[config.mk]
export PLATFORM = sky130hd
export DESIGN_NAME = shift_add_mul_flat
export DESIGN_NICKNAME = d
export VERILOG_FILES = /design/src/rtl/shift_add_mul_if.sv /design/src/rtl/shift_add_mul.sv /design/src/flat_wrapper.sv
export SDC_FILE = /design/constraint.sdc
export NUM_CORES = 1
export LEC_CHECK = 0
export ABC_CLOCK_PERIOD_IN_PS = 10600
export BUFFER_PORTS_ARGS = -buffer_cell sky130_fd_sc_hd__buf_4
export CAP_MARGIN = 20
export CORE_MARGIN = 2
export CORE_UTILIZATION = 25
export DETAILED_ROUTE_END_ITERATION = 7
export HOLD_SLACK_MARGIN = 0.02
export PLACE_DENSITY = 0.37
export SETUP_SLACK_MARGIN = 0.15
export SLEW_MARGIN = 20
export SYNTH_ARGS = -nofsm -noshare
export SYNTH_HDL_FRONTEND = slang
export SYNTH_SLANG_ARGS = --single-unit
[constraint.sdc]
create_clock -name clk -period 10.6 [get_ports clk]
set_clock_uncertainty 0.15 [all_clocks]
set_input_delay 2.12 -clock clk [delete_from_list [all_inputs] [get_ports clk]]
set_output_delay 2.12 -clock clk [all_outputs]
set_load 0.005 [all_outputs]
[src/rtl/shift_add_mul_if.sv]
// Start/done handshake bundle for the sequential shift-and-add multiplier.
// The master drives the request and operands; the slave returns the result and status.
interface shift_add_mul_if #(
    parameter int n = 8
);
    logic           start;
    logic [n-1:0]   x;
    logic [n-1:0]   y;
    logic [2*n-1:0] product;
    logic           done;
    logic           busy;

    modport master (output start, x, y, input product, done, busy);
    modport slave  (input start, x, y, output product, done, busy);
endinterface

[src/rtl/shift_add_mul.sv]
// Sequential unsigned multiplier: product = x * y, retiring two multiplier bits per clock.
// Companion to the restoring divider; same start/done handshake.
module shift_add_mul #(
    parameter int n = 8
) (
    input  logic           clk,
    input  logic           reset,
    shift_add_mul_if.slave bus
);
    localparam int CW = $clog2(n / 2);
    localparam logic [CW-1:0] LAST = CW'(n / 2 - 1);

    typedef enum logic {IDLE, RUN} state_t;

    state_t         state;
    logic [2*n-1:0] acc;
    logic [2*n-1:0] mcand;
    logic [n-1:0]   mplier;
    logic [CW-1:0]  cnt;
    logic [2*n-1:0] addend;
    logic [2*n-1:0] acc_next;

    // Radix-4 digit selects 0, 1, 2 or 3 times the current multiplicand.
    always_comb begin
        addend = '0;
        case (mplier[1:0])
            2'd0:    addend = '0;
            2'd1:    addend = mcand;
            2'd2:    addend = mcand << 1;
            default: addend = (mcand << 1) + mcand;
        endcase
        acc_next = acc + addend;
    end

    always_ff @(posedge clk or posedge reset) begin
        if (reset) begin
            state       <= IDLE;
            acc         <= '0;
            mcand       <= '0;
            mplier      <= '0;
            cnt         <= '0;
            bus.product <= '0;
            bus.done    <= 1'b0;
            bus.busy    <= 1'b0;
        end else begin
            case (state)
                IDLE: begin
                    if (bus.start) begin
                        mcand    <= {{n{1'b0}}, bus.x};
                        mplier   <= bus.y;
                        acc      <= '0;
                        cnt      <= '0;
                        bus.busy <= 1'b1;
                        bus.done <= 1'b0;
                        state    <= RUN;
                    end
                end
                RUN: begin
                    acc    <= acc_next;
                    mcand  <= mcand << 2;
                    mplier <= mplier >> 2;
                    cnt    <= cnt + CW'(1);
                    // Publish the sum including this cycle's digit; start is ignored here.
                    if (cnt == LAST) begin
                        bus.product <= acc_next;
                        bus.done    <= 1'b1;
                        bus.busy    <= 1'b0;
                        state       <= IDLE;
                    end
                end
                default: state <= IDLE;
            endcase
        end
    end
endmodule

[src/flat_wrapper.sv]
// flat-port wrapper written by rule: the top's interface ports become plain ports
module shift_add_mul_flat 
#(
    parameter int n = 8
)
  (clk, reset, bus_start, bus_x, bus_y, bus_product, bus_done, bus_busy);
  shift_add_mul_if #(.n(n)) bus_i ();
  input  logic clk;
  input  logic reset;
  input wire logic [$bits(bus_i.start)-1:0] bus_start;
  input wire logic [$bits(bus_i.x)-1:0] bus_x;
  input wire logic [$bits(bus_i.y)-1:0] bus_y;
  output wire logic [$bits(bus_i.product)-1:0] bus_product;
  output wire logic [$bits(bus_i.done)-1:0] bus_done;
  output wire logic [$bits(bus_i.busy)-1:0] bus_busy;
  assign bus_i.start = bus_start;
  assign bus_i.x = bus_x;
  assign bus_i.y = bus_y;
  assign bus_product = bus_i.product;
  assign bus_done = bus_i.done;
  assign bus_busy = bus_i.busy;
  shift_add_mul #(.n(n)) u_core (.clk(clk), .reset(reset), .bus(bus_i));
endmodule
==> results_dict.tcl, run 1 <==
set metrics [dict create \
    status "finished, final reports clean" \
    setup_viol 0 \
    synthesis.area_mm2 0.00415 \
    synthTopCellsByArea "dfrtp_1, ha_1, nand2_1" \
    num_vias 3417 \
    n_antenna_cell 0 \
    start_util 0.253 \
    hpwl_mm 7.38 \
    boundaryPins 37 \
    hold_path_depth 2 \
    worst_setup_path_end_kind "flip-flop" \
    hold_buffers 0 \
    rr_startpoint "u_core.mcand[1]$_DFFE_PP0P_" \
    post_cts_resized 0 \
    r2r_cells 19 \
    yosys.area.top_type "dfrtp_1" \
    clk_pin_slew_ns 0.06 \
    period_share 0.417 \
    worst_path_max_delay_cell "dfrtp_1" \
    ys_seq_elements 61 \
    required_ns 10.71 \
    setup_tns_ns 0 \
    min_from "u_core.bus.product[2]$_DFFE_PP0P_" \
    cap_violations 0 \
    cts.sinks 61 \
    cp-start-kind "flip-flop" \
    drc 0 \
    rsz0062_at_grt "false" \
    peakVddDrop_v 0.0000835 \
    grt_max_degree 62 \
    chipWidth_um 133 \
    synth-async-reset-ratio 1.00 \
    netlist_instances 459 \
    finalMaxSlewViolations 0 \
    power_density_mw_per_mm2 283 \
    p_leak_uw 0.00229 \
    hp-class "flip-flop to flip-flop" \
    place.gp.congestion 0.850 \
    via_per_inst 4.78 \
    grt_pass1_vias 3553 \
    drtAntennaViolNets 0 \
    synthDominantCellAreaShare 0.368 \
    syn_avg_cell_area_um2 9.03 \
    h-tree-depth 3 \
    cp_max_fo 7 \
    coreArea_mm2 0.0164 \
    final_nets 543 \
    slew_headroom 0.388 \
    overflow 0 \
    cts_tree "built" \
    post-cts-setup-buffers 0 \
    die_h_um 133 \
    yosysUniqueCellTypes 56 \
    clockBufferDepth 2 \
    fmax_mhz 226 \
    grt_usage 0.135 \
    dieArea_mm2 0.0176 \
    cp_slowest_stage_delay_ns 0.45 \
    rows 47 \
    root_buffer "clkbuf_16" \
    rrSetupSlack_ns 6.18 \
    mostFrequentLayoutCell "nand2_1" \
    drive_gt1_frac 0.166 \
    cpLargestDelayFamily "simple AND/OR/NAND/NOR gates" \
    holdPathEnd "u_core.bus.product[2]$_DFFE_PP0P_" \
    synth-edff-count 0 \
    crit_type "flip-flop to flip-flop" \
    wl_per_cell_um 15.2 \
    cts_buffers 9 \
    synth_flop_cell "dfrtp_1" \
    antenna_found_initial 0 \
    first_iter_violations 144 \
    cp_data_arrival_time_ns 4.53 \
    path_cells "ha_1 -> inv_1 -> fa_1 -> nand2b_1 -> a21oi_1 -> o21ai_0 -> nand2b_1 -> xor2_1 -> mux2_2 -> a22o_1 -> ha_1 -> nand3_1 -> nor4_2 -> nor3_2 -> a31oi_2 -> a31oi_2 -> or3_1 -> and2_4 -> o211ai_2" \
    synthToLayoutAreaGrowth_pct 19.2 \
    worstMarginPinSlew_ns 0.918 \
    io_buffers 36 \
    grt_pass1_wl_mm 18.6 \
    fin_total_pwr_uw 1400 \
    synth-seq-area-share 0.368 \
    first_pass_iters 4 \
    clock_latency_ns 0.34 \
    critical_path_buf_inv_count 1 \
    hold_viol 0 \
    mostFrequentLayoutCells "nand2_1, dfrtp_1, o21ai_0" \
    synthesis.nets 512 \
    synth_warnings 0 \
    routed_wl_mm 10.9 \
    r2r-end "u_core.acc[15]$_DFFE_PP0P_" \
    fillers 1727 \
    post-route-min-period_ns 4.42 \
]
-- metal layers --
layer | vias to the layer above | GRT usage | routed length, um
met5 | - | 0 | 0
met4 | 0 | 0.0532 | 204
met3 | 13 | 0.0333 | 340
met2 | 50 | 0.208 | 4880
met1 | 1636 | 0.181 | 5470
li1 | 1718 | - | -
-- synth_stat cells, drive strengths merged, types with 6 or more instances --
| cell type | number |
|---|---|
| a21o | 11 |
| a21oi | 21 |
| a22o | 10 |
| a31oi | 6 |
| and2 | 6 |
| clkbuf | 15 |
| dfrtp | 61 |
| ha | 32 |
| inv | 17 |
| mux2 | 14 |
| mux2i | 17 |
| nand2 | 83 |
| nand2b | 6 |
| nor2 | 18 |
| o21a | 6 |
| o21ai | 50 |
| xnor2 | 9 |
| xor2 | 8 |
-- registers in the layout, summed over array words and instances (netlist names) --
| name | count |
|---|---|
| u_core.bus.done | 1 |
| u_core.mcand | 16 |
| u_core.cnt | 2 |
| u_core.state | 1 |
| u_core.acc | 16 |
| u_core.mplier | 8 |
| u_core.bus.busy | 1 |
| u_core.bus.product | 16 |
-- logic make-up (layout without fill, tap and decap cells) --
logic type / after synthesis / in the layout / synth area share
AND/OR/NAND/NOR: 139 / 139 / 0.151
AO/OA/AOI/OAI: 138 / 138 / 0.220
flip-flops: 61 / 61 / 0.368
buffers and inverters: 38 / 74 / 0.0344
adder cells (fa/ha/maj): 34 / 34 / 0.106
multiplexers: 31 / 31 / 0.0791
XOR/XNOR: 18 / 18 / 0.0413
-- power breakdown --
group / internal (uW) / switching [uW] / leakage, uW / total, uW
Clock: 188 / 112 / 0.000147 / 301
Combinational: 308 / 370 / 0.00135 / 678
Sequential: 327 / 95.9 / 0.000788 / 423
-- worst max-delay path by stage --
stage | startpoint | end | slack, ns | cells after the start
2_1_floorplan | u_core.mcand[1]$_DFFE_PP0P_ | u_core.acc[15]$_DFFE_PP0P_ | 6.58 | 19
5_1_grt | u_core.mcand[1]$_DFFE_PP0P_ | u_core.acc[15]$_DFFE_PP0P_ | 5.83 | 19
3_5_place_dp | u_core.mcand[1]$_DFFE_PP0P_ | u_core.acc[15]$_DFFE_PP0P_ | 6.20 | 19
4_1_cts | u_core.mcand[1]$_DFFE_PP0P_ | u_core.acc[15]$_DFFE_PP0P_ | 6.17 | 19
6_report | u_core.mcand[1]$_DFFE_PP0P_ | u_core.acc[15]$_DFFE_PP0P_ | 6.18 | 19
3_3_place_gp | u_core.mcand[1]$_DFFE_PP0P_ | u_core.acc[15]$_DFFE_PP0P_ | 6.28 | 19
-- stage by stage --
step | hold slack (ns) | setup WS, ns | cell area [um^2] | instances | utilization
4_1_cts | 0.339 | 6.17 | 4940 | 715 | 0.301
6_report | 0.334 | 6.18 | 4940 | 715 | 0.301
3_3_place_gp | 0.316 | 6.28 | 4650 | 699 | 0.283
3_5_place_dp | 0.319 | 6.20 | 4650 | 699 | 0.283
2_1_floorplan | 0.302 | 6.58 | 4150 | 459 | -
5_1_grt | 0.352 | 5.83 | 4940 | 715 | 0.301
-- area by class of cell --
type	count	area [um^2]	area share
tap	220	275	0.0557
clock inverter	4	48.8	0.00987
clock buffer	12	246	0.0499
multi-input combinational	360	2480	0.501
timing repair buffer	40	300	0.0607
sequential	61	1530	0.309
inverter	18	67.6	0.0137
-- worst min-delay path, stage by stage, from the launching register on --
cell and delay [ns]:
dfrtp_1 0.34, nand2_1 0.05, nand2_1 0.06
Note: power is estimated with default switching activity, not from simulation.
==> run 2, diff against run 1 <==
--- a/config.mk
+++ b/config.mk
@@ -5,14 +5,14 @@
 export SDC_FILE = /design/constraint.sdc
 export NUM_CORES = 1
 export LEC_CHECK = 0
-export ABC_CLOCK_PERIOD_IN_PS = 10600
+export ABC_CLOCK_PERIOD_IN_PS = 3700
 export BUFFER_PORTS_ARGS = -buffer_cell sky130_fd_sc_hd__buf_4
 export CAP_MARGIN = 20
 export CORE_MARGIN = 2
 export CORE_UTILIZATION = 25
 export DETAILED_ROUTE_END_ITERATION = 7
 export HOLD_SLACK_MARGIN = 0.02
-export PLACE_DENSITY = 0.37
+export PLACE_DENSITY = 0.38
 export SETUP_SLACK_MARGIN = 0.15
 export SLEW_MARGIN = 20
 export SYNTH_ARGS = -nofsm -noshare
==> constraint.sdc (replaced) <==
create_clock -name clk -period 3.7 [get_ports clk]
set_clock_uncertainty 0.15 [all_clocks]
set_input_delay 0.74 -clock clk [delete_from_list [all_inputs] [get_ports clk]]
set_output_delay 0.74 -clock clk [all_outputs]
set_load 0.005 [all_outputs]
==> run 2 against run 1 <==
Net effect:
- largest power group unchanged
- non-clock buffer count rose by 79
- critical endpoint unchanged
- register-to-register slack got worse by 6.5 ns
- wire length rose by 12%
- cell count rose by 11%
- worst setup slack got worse by 6.5 ns
- highest routed layer unchanged
- total power rose to 3.4 times the previous value
- combinational power rose to 4.1 times the previous value
- clock-buffer cell count did not move
- the run now ends with negative setup slack left
- flip-flop and latch count did not move
- maximum frequency rose by 11%
- sequential share of layout area fell by 4.9 points
==> results_dict.tcl, run 2 (synthesis gave the netlist of run 1 again) <==
set metrics [dict create \
    status "finished with violations" \
    violations "negative setup slack" \
    synthToLayoutAreaGrowth_pct 41.6 \
    finalMaxSlewViolations 0 \
    required_ns 3.81 \
    setup_viol 13 \
    cp_max_fo 4 \
    num_vias 3817 \
    power.internal_uw 2840 \
    wl_per_cell_um 15.4 \
    cp-start-kind "flip-flop" \
    grt_pass1_wl_mm 19.9 \
    peakVddDrop_v 0.000376 \
    cp_slowest_stage_delay_ns 0.38 \
    whs_ns 0.207 \
    p_sw_frac 0.407 \
    grt_max_degree 54 \
    rows 47 \
    grt_usage 0.144 \
    path_cells "ha_2 -> inv_2 -> fa_2 -> nand2b_4 -> a21oi_4 -> o21ai_1 -> nand2b_1 -> xor2_1 -> mux2_4 -> a22o_1 -> ha_4 -> nand3_4 -> nor4_4 -> nor3_4 -> a31oi_4 -> a31oi_4 -> or3_4 -> and2_4 -> o211ai_2" \
    chipWidth_um 133 \
    power_density_mw_per_mm2 817 \
    overflow 0 \
    clockBufferDepth 2 \
    power_switching_uw 1950 \
    cts_buffers 9 \
    coreArea_mm2 0.0164 \
    period_share 1.08 \
    cp_data_arrival_time_ns 4.10 \
    mostFrequentLayoutCell "buf_4" \
    p_leak_uw 0.00277 \
    grt_util_met1 0.197 \
    first_iter_violations 135 \
    fin_area_mm2 0.00587 \
    die_h_um 133 \
    h-tree-depth 3 \
    slew_headroom 0.600 \
    crit_type "flip-flop to flip-flop" \
    hold_viol 0 \
    hold_buffers 0 \
    placed_area_mm2 0.00516 \
    root_buffer "clkbuf_16" \
    largestRegisters "u_core.acc x16, u_core.bus.product x16, u_core.mcand x16" \
    fin_ws_ns -0.292 \
    dieArea_mm2 0.0176 \
    drive_gt1_frac 0.341 \
    place.gp.congestion 0.807 \
    io_buffers 36 \
    hpwl_mm 8.50 \
    cts_tree "built" \
    seq_power_share 0.244 \
    grt_busiest_layer "met2" \
    hp-class "input pin to asynchronous set/reset pin" \
    cp_common_cell "a31oi_4" \
    drtAntennaViolNets 0 \
    cap_violations 0 \
    grt_pass1_vias 3817 \
    power.share.clock 0.178 \
    start_util 0.253 \
    antenna_found_initial 0 \
    final_nets 622 \
    worstMarginPinSlew_ns 0.600 \
    boundaryPins 37 \
    power_frac_comb 0.578 \
    fmax_mhz 250 \
    mostFrequentLayoutCells "buf_4, nand2_1, dfrtp_1" \
    first_pass_iters 4 \
    met3_usage 0.0207 \
    clock_latency_ns 0.34 \
    post-route-min-period_ns 3.99 \
    worst_setup_path_end_kind "flip-flop" \
    rsz0062_at_grt "true" \
    routed_wl_mm 12.2 \
    clk_pin_slew_ns 0.06 \
    n_antenna_cell 0 \
    via_per_inst 4.81 \
    worst_path_max_delay_cell "dfrtp_1" \
    final_util 0.358 \
    met2_usage 0.227 \
    cts.sinks 61 \
    drc 0 \
]
-- run 2: cell types whose count changed in the layout (fill, tap and decap cells not counted), moves of 4 or more --
| cell | before | now |
|---|---|---|
| a21oi_1 | 21 | 13 |
| a21oi_4 | 0 | 5 |
| buf_4 | 40 | 115 |
| buf_6 | 0 | 4 |
| ha_1 | 32 | 28 |
| mux2_2 | 14 | 10 |
| mux2_4 | 0 | 4 |
| o21ai_0 | 49 | 38 |
| o21ai_1 | 0 | 9 |
-- run 2: worst max-delay path: cells and delay by family, from the launching register on --
kind	cells	cell delay, ns
simple gates	7	1.29
fa+ha+maj	3	0.84
buf+inv	1	0.04
compound gates	6	0.88
mux	1	0.26
xor+xnor	1	0.08
flops	1	0.38
-- run 2: power by group through the flow --
stage / Combinational [uW] / Clock (uW) / Sequential, uW
global placement: 2450 / 0 / 1170
floorplan: 1550 / 0 / 1130
CTS: 2660 / 880 / 1170
detailed placement: 2460 / 0 / 1180
global route: 3070 / 903 / 1210
finish: 2770 / 856 / 1170
-- run 2: cell type report --
| class | count | area (um^2) |
|---|---|---|
| timing repair buffer | 119 | 908 |
| fill | 1704 | 10500 |
| tap | 220 | 275 |
| clock buffer | 12 | 246 |
| sequential | 61 | 1530 |
| inverter | 18 | 67.6 |
| multi-input combinational | 360 | 2800 |
| clock inverter | 4 | 47.5 |
-- run 2: final timing paths --
check / slack [ns] / endpoint / cells past startpoint / start
max: -0.29 / u_core.acc[15]$_DFFE_PP0P_ / 19 / u_core.mcand[1]$_DFFE_PP0P_
min reg2reg: 0.33 / u_core.mplier[3]$_DFFE_PP0P_ / 2 / u_core.mplier[5]$_DFFE_PP0P_
min: 0.21 / u_core.acc[15]$_DFFE_PP0P_ / 2 / reset
min in group clk: 0.33 / u_core.mplier[3]$_DFFE_PP0P_ / 2 / u_core.mplier[5]$_DFFE_PP0P_
max reg2reg: -0.29 / u_core.acc[15]$_DFFE_PP0P_ / 19 / u_core.mcand[1]$_DFFE_PP0P_
max in group asynchronous: 2.44 / u_core.mcand[6]$_DFFE_PP0P_ / 3 / reset
-- run 2: per-layer routing --
layer	vias up	wire [um]
li1	1877	-
met1	1882	6110
met2	45	5610
met3	13	296
met4	0	214
met5	-	0
-- run 2: repair_timing --
| item | 4_1_cts | 5_1_grt |
|---|---|---|
| setup endpoints to repair | 14 | 18 |
| cloned | 0 | 0 |
| resized for setup | 30 | 24 |
| pin swaps | 18 | 31 |
| endpoints found under the hold margin | 0 | 0 |
| setup buffers | 10 | 10 |
-- run 2: through the flow --
stage | total power [uW] | setup slack, ns | cells | TNS [ns]
after detailed placement | 3640 | -0.329 | 758 | -1.26
after global placement | 3630 | -0.214 | 758 | -0.824
after CTS | 4710 | -0.291 | 784 | -1.62
final | 4790 | -0.292 | 794 | -2.30
after floorplan | 2680 | -0.104 | 459 | -0.104
after global routing | 5180 | -0.453 | 794 | -4.54
==> run 3, diff against run 2 <==
--- a/config.mk
+++ b/config.mk
@@ -5,6 +5,7 @@
 export SDC_FILE = /design/constraint.sdc
 export NUM_CORES = 1
 export LEC_CHECK = 0
+export ABC_AREA = 1
 export ABC_CLOCK_PERIOD_IN_PS = 3700
 export BUFFER_PORTS_ARGS = -buffer_cell sky130_fd_sc_hd__buf_4
 export CAP_MARGIN = 20
@@ -12,7 +13,7 @@
 export CORE_UTILIZATION = 25
 export DETAILED_ROUTE_END_ITERATION = 7
 export HOLD_SLACK_MARGIN = 0.02
-export PLACE_DENSITY = 0.38
+export PLACE_DENSITY = 0.39
 export SETUP_SLACK_MARGIN = 0.15
 export SLEW_MARGIN = 20
 export SYNTH_ARGS = -nofsm -noshare
==> run 3 against run 2 <==
Net effect:
- the flow now finishes without violations
- first-iteration DRC count up 76%
- critical path type unchanged
- wire length down 2.1%
- register-to-register slack gained 0.69 ns
- total power decreased by 10%
- worst hold slack better by 0.13 ns
- global-route usage rose by 0.12 points
- largest cell class unchanged
- combinational power fell by 22%
- highest routed layer unchanged
- critical endpoint is now u_core.acc[9]$_DFFE_PP0P_
- sequential share of layout area rose by 3.5 points
==> results_dict.tcl, run 3 <==
set metrics [dict create \
    synthesis.area_mm2 0.00413 \
    synthTopCellsByCount "nand2_1, dfrtp_1, inv_1" \
    r2r_cells 13 \
    place.gp.congestion 0.788 \
    worst_setup_path_end_kind "flip-flop" \
    via_per_inst 4.61 \
    yosysUniqueCellTypes 44 \
    setup_viol 0 \
    period_share 0.894 \
    first_pass_iters 6 \
    cap_violations 0 \
    coreArea_mm2 0.0160 \
    clk_pin_slew_ns 0.05 \
    slew_headroom 0.519 \
    first_iter_violations 237 \
    boundaryPins 37 \
    chipWidth_um 132 \
    antenna_found_initial 0 \
    whs_ns 0.332 \
    crit_type "flip-flop to flip-flop" \
    hp-class "flip-flop to flip-flop" \
    num_vias 3704 \
    status "finished, final reports clean" \
    n_antenna_cell 0 \
    hpwl_mm 8.96 \
    hold_buffers 0 \
    fmax_mhz 302 \
    rr_startpoint "u_core.mcand[0]$_DFFE_PP0P_" \
    synth-edff-count 0 \
    clockBufferDepth 2 \
    largestRegisters "u_core.acc x16, u_core.bus.product x16, u_core.mcand x16" \
    pre_cts_slack_ns 0.0591 \
    drtAntennaViolNets 0 \
    drive_gt1_frac 0.206 \
    synthToLayoutAreaGrowth_pct 25.8 \
    rows 46 \
    cp_data_arrival_time_ns 3.44 \
    synthDominantCellAreaShare 0.370 \
    cts.sinks 61 \
    cts_tree "built" \
    holdPathEnd "u_core.bus.product[12]$_DFFE_PP0P_" \
    finalMaxSlewViolations 0 \
    worstMarginPinSlew_ns 0.722 \
    grt_max_degree 33 \
    cp-start-kind "flip-flop" \
    fin_ws_ns 0.394 \
    power_density_mw_per_mm2 828 \
    min_from "u_core.bus.product[12]$_DFFE_PP0P_" \
    routed_wl_mm 12.0 \
    synth_flop_cell "dfrtp_1" \
    hold_path_depth 2 \
    synth-seq-area-share 0.370 \
    grt_pass1_wl_mm 19.9 \
    wl_per_cell_um 14.9 \
    required_ns 3.83 \
    start_util 0.258 \
    io_buffers 36 \
    post-route-min-period_ns 3.31 \
    synth.most_common_cell "nand2_1" \
    cp_max_fo 4 \
    peakVddDrop_v 0.000346 \
    clock_latency_ns 0.35 \
    syn_avg_cell_area_um2 7.80 \
    cts_buffers 9 \
    rrSetupSlack_ns 0.39 \
    netlist_instances 529 \
    mostFrequentLayoutCell "nand2_1" \
    startpoint "u_core.mcand[0]$_DFFE_PP0P_" \
    synthTopCellsByArea "dfrtp_1, nand2_1, ha_1" \
    ys_seq_elements 61 \
    rsz0062_at_grt "true" \
    synth_warnings 0 \
    grt_pass1_vias 3869 \
    mostFrequentLayoutCells "nand2_1, inv_1, dfrtp_1" \
    die_h_um 132 \
    grt_usage 0.145 \
    p_leak_uw 0.00250 \
    dieArea_mm2 0.0175 \
    r2r-end "u_core.acc[9]$_DFFE_PP0P_" \
    drc 0 \
    synth-async-reset-ratio 1.00 \
    setup_tns_ns 0 \
    overflow 0 \
    yosys.area.top_type "dfrtp_1" \
    fillers 1800 \
    root_buffer "clkbuf_16" \
    synthesis.nets 582 \
    h-tree-depth 3 \
    final_nets 635 \
    hold_viol 0 \
]
-- run 3: cells by family after synthesis --
logic type,count (synthesis),share of synthesized area
AND/OR/NAND/NOR,220,0.230
XOR/XNOR,14,0.0297
buffers and inverters,81,0.0758
flip-flops,61,0.370
adder cells (fa/ha/maj),34,0.107
AO/OA/AOI/OAI,119,0.188
-- run 3: how the worst max path moves through the flow --
stage                                         end  slack, ns  depth (start not counted)
2_1_floorplan  u_core.bus.product[15]$_DFFE_PP0P_       0.71                         23
3_3_place_gp   u_core.bus.product[15]$_DFFE_PP0P_       0.12                         23
3_5_place_dp   u_core.bus.product[15]$_DFFE_PP0P_       0.06                         23
4_1_cts        u_core.bus.product[15]$_DFFE_PP0P_       0.17                         22
5_1_grt        u_core.bus.product[15]$_DFFE_PP0P_       0.14                         22
6_report                u_core.acc[9]$_DFFE_PP0P_       0.39                         13
-- run 3: layout make-up --
cell class              count  area, um^2  share of cell area
clock buffers              12         256              0.0494
flip-flops and latches     61        1530               0.295
well taps                 216         270              0.0521
repair buffers             54         418              0.0805
multi-input cells         387        2390               0.460
inverters                  69         259              0.0499
clock inverters             4        70.1              0.0135
-- run 3: per-layer routing --
layer	routed length, um	share of wire	track usage
met5	0	0	0
met3	317	0.026	0.0199
met2	5560	0.46	0.237
met1	5870	0.49	0.192
met4	228	0.019	0.0597
-- run 3: worst max-delay path, cell delays in order (launching register included) --
cell	delay, ns
dfrtp_1	0.41
ha_1	0.21
inv_1	0.09
fa_1	0.43
a221oi_1	0.44
ha_1	0.37
a21oi_1	0.16
nand2_1	0.14
a21boi_2	0.19
o21ai_2	0.09
a21oi_2	0.14
xor2_1	0.27
nand2_1	0.08
nand2_1	0.07
-- run 3: metrics by stage --
stage | cell area [um^2] | std cells | total power, uW | util
floorplan | 4130 | 529 | 2590 | -
global placement | 4710 | 780 | 3260 | 0.294
detailed placement | 4710 | 780 | 3270 | 0.294
CTS | 5050 | 797 | 4250 | 0.316
global route | 5190 | 803 | 4690 | 0.324
finish | 5190 | 803 | 4300 | 0.324
-- run 3: timing repair --
item / CTS / global route
pin swaps: 1 / 7
setup buffers: 1 / 6
gates resized for setup: 1 / 19
endpoints found under the setup margin: 2 / 10
hold endpoints to repair: 0 / 0
-- run 3: report_power, final --
group / leakage [uW] / switching [uW] / internal (uW)
logic: 0.00155 / 1280 / 865
clock network: 0.000163 / 323 / 624
registers: 0.000789 / 266 / 940
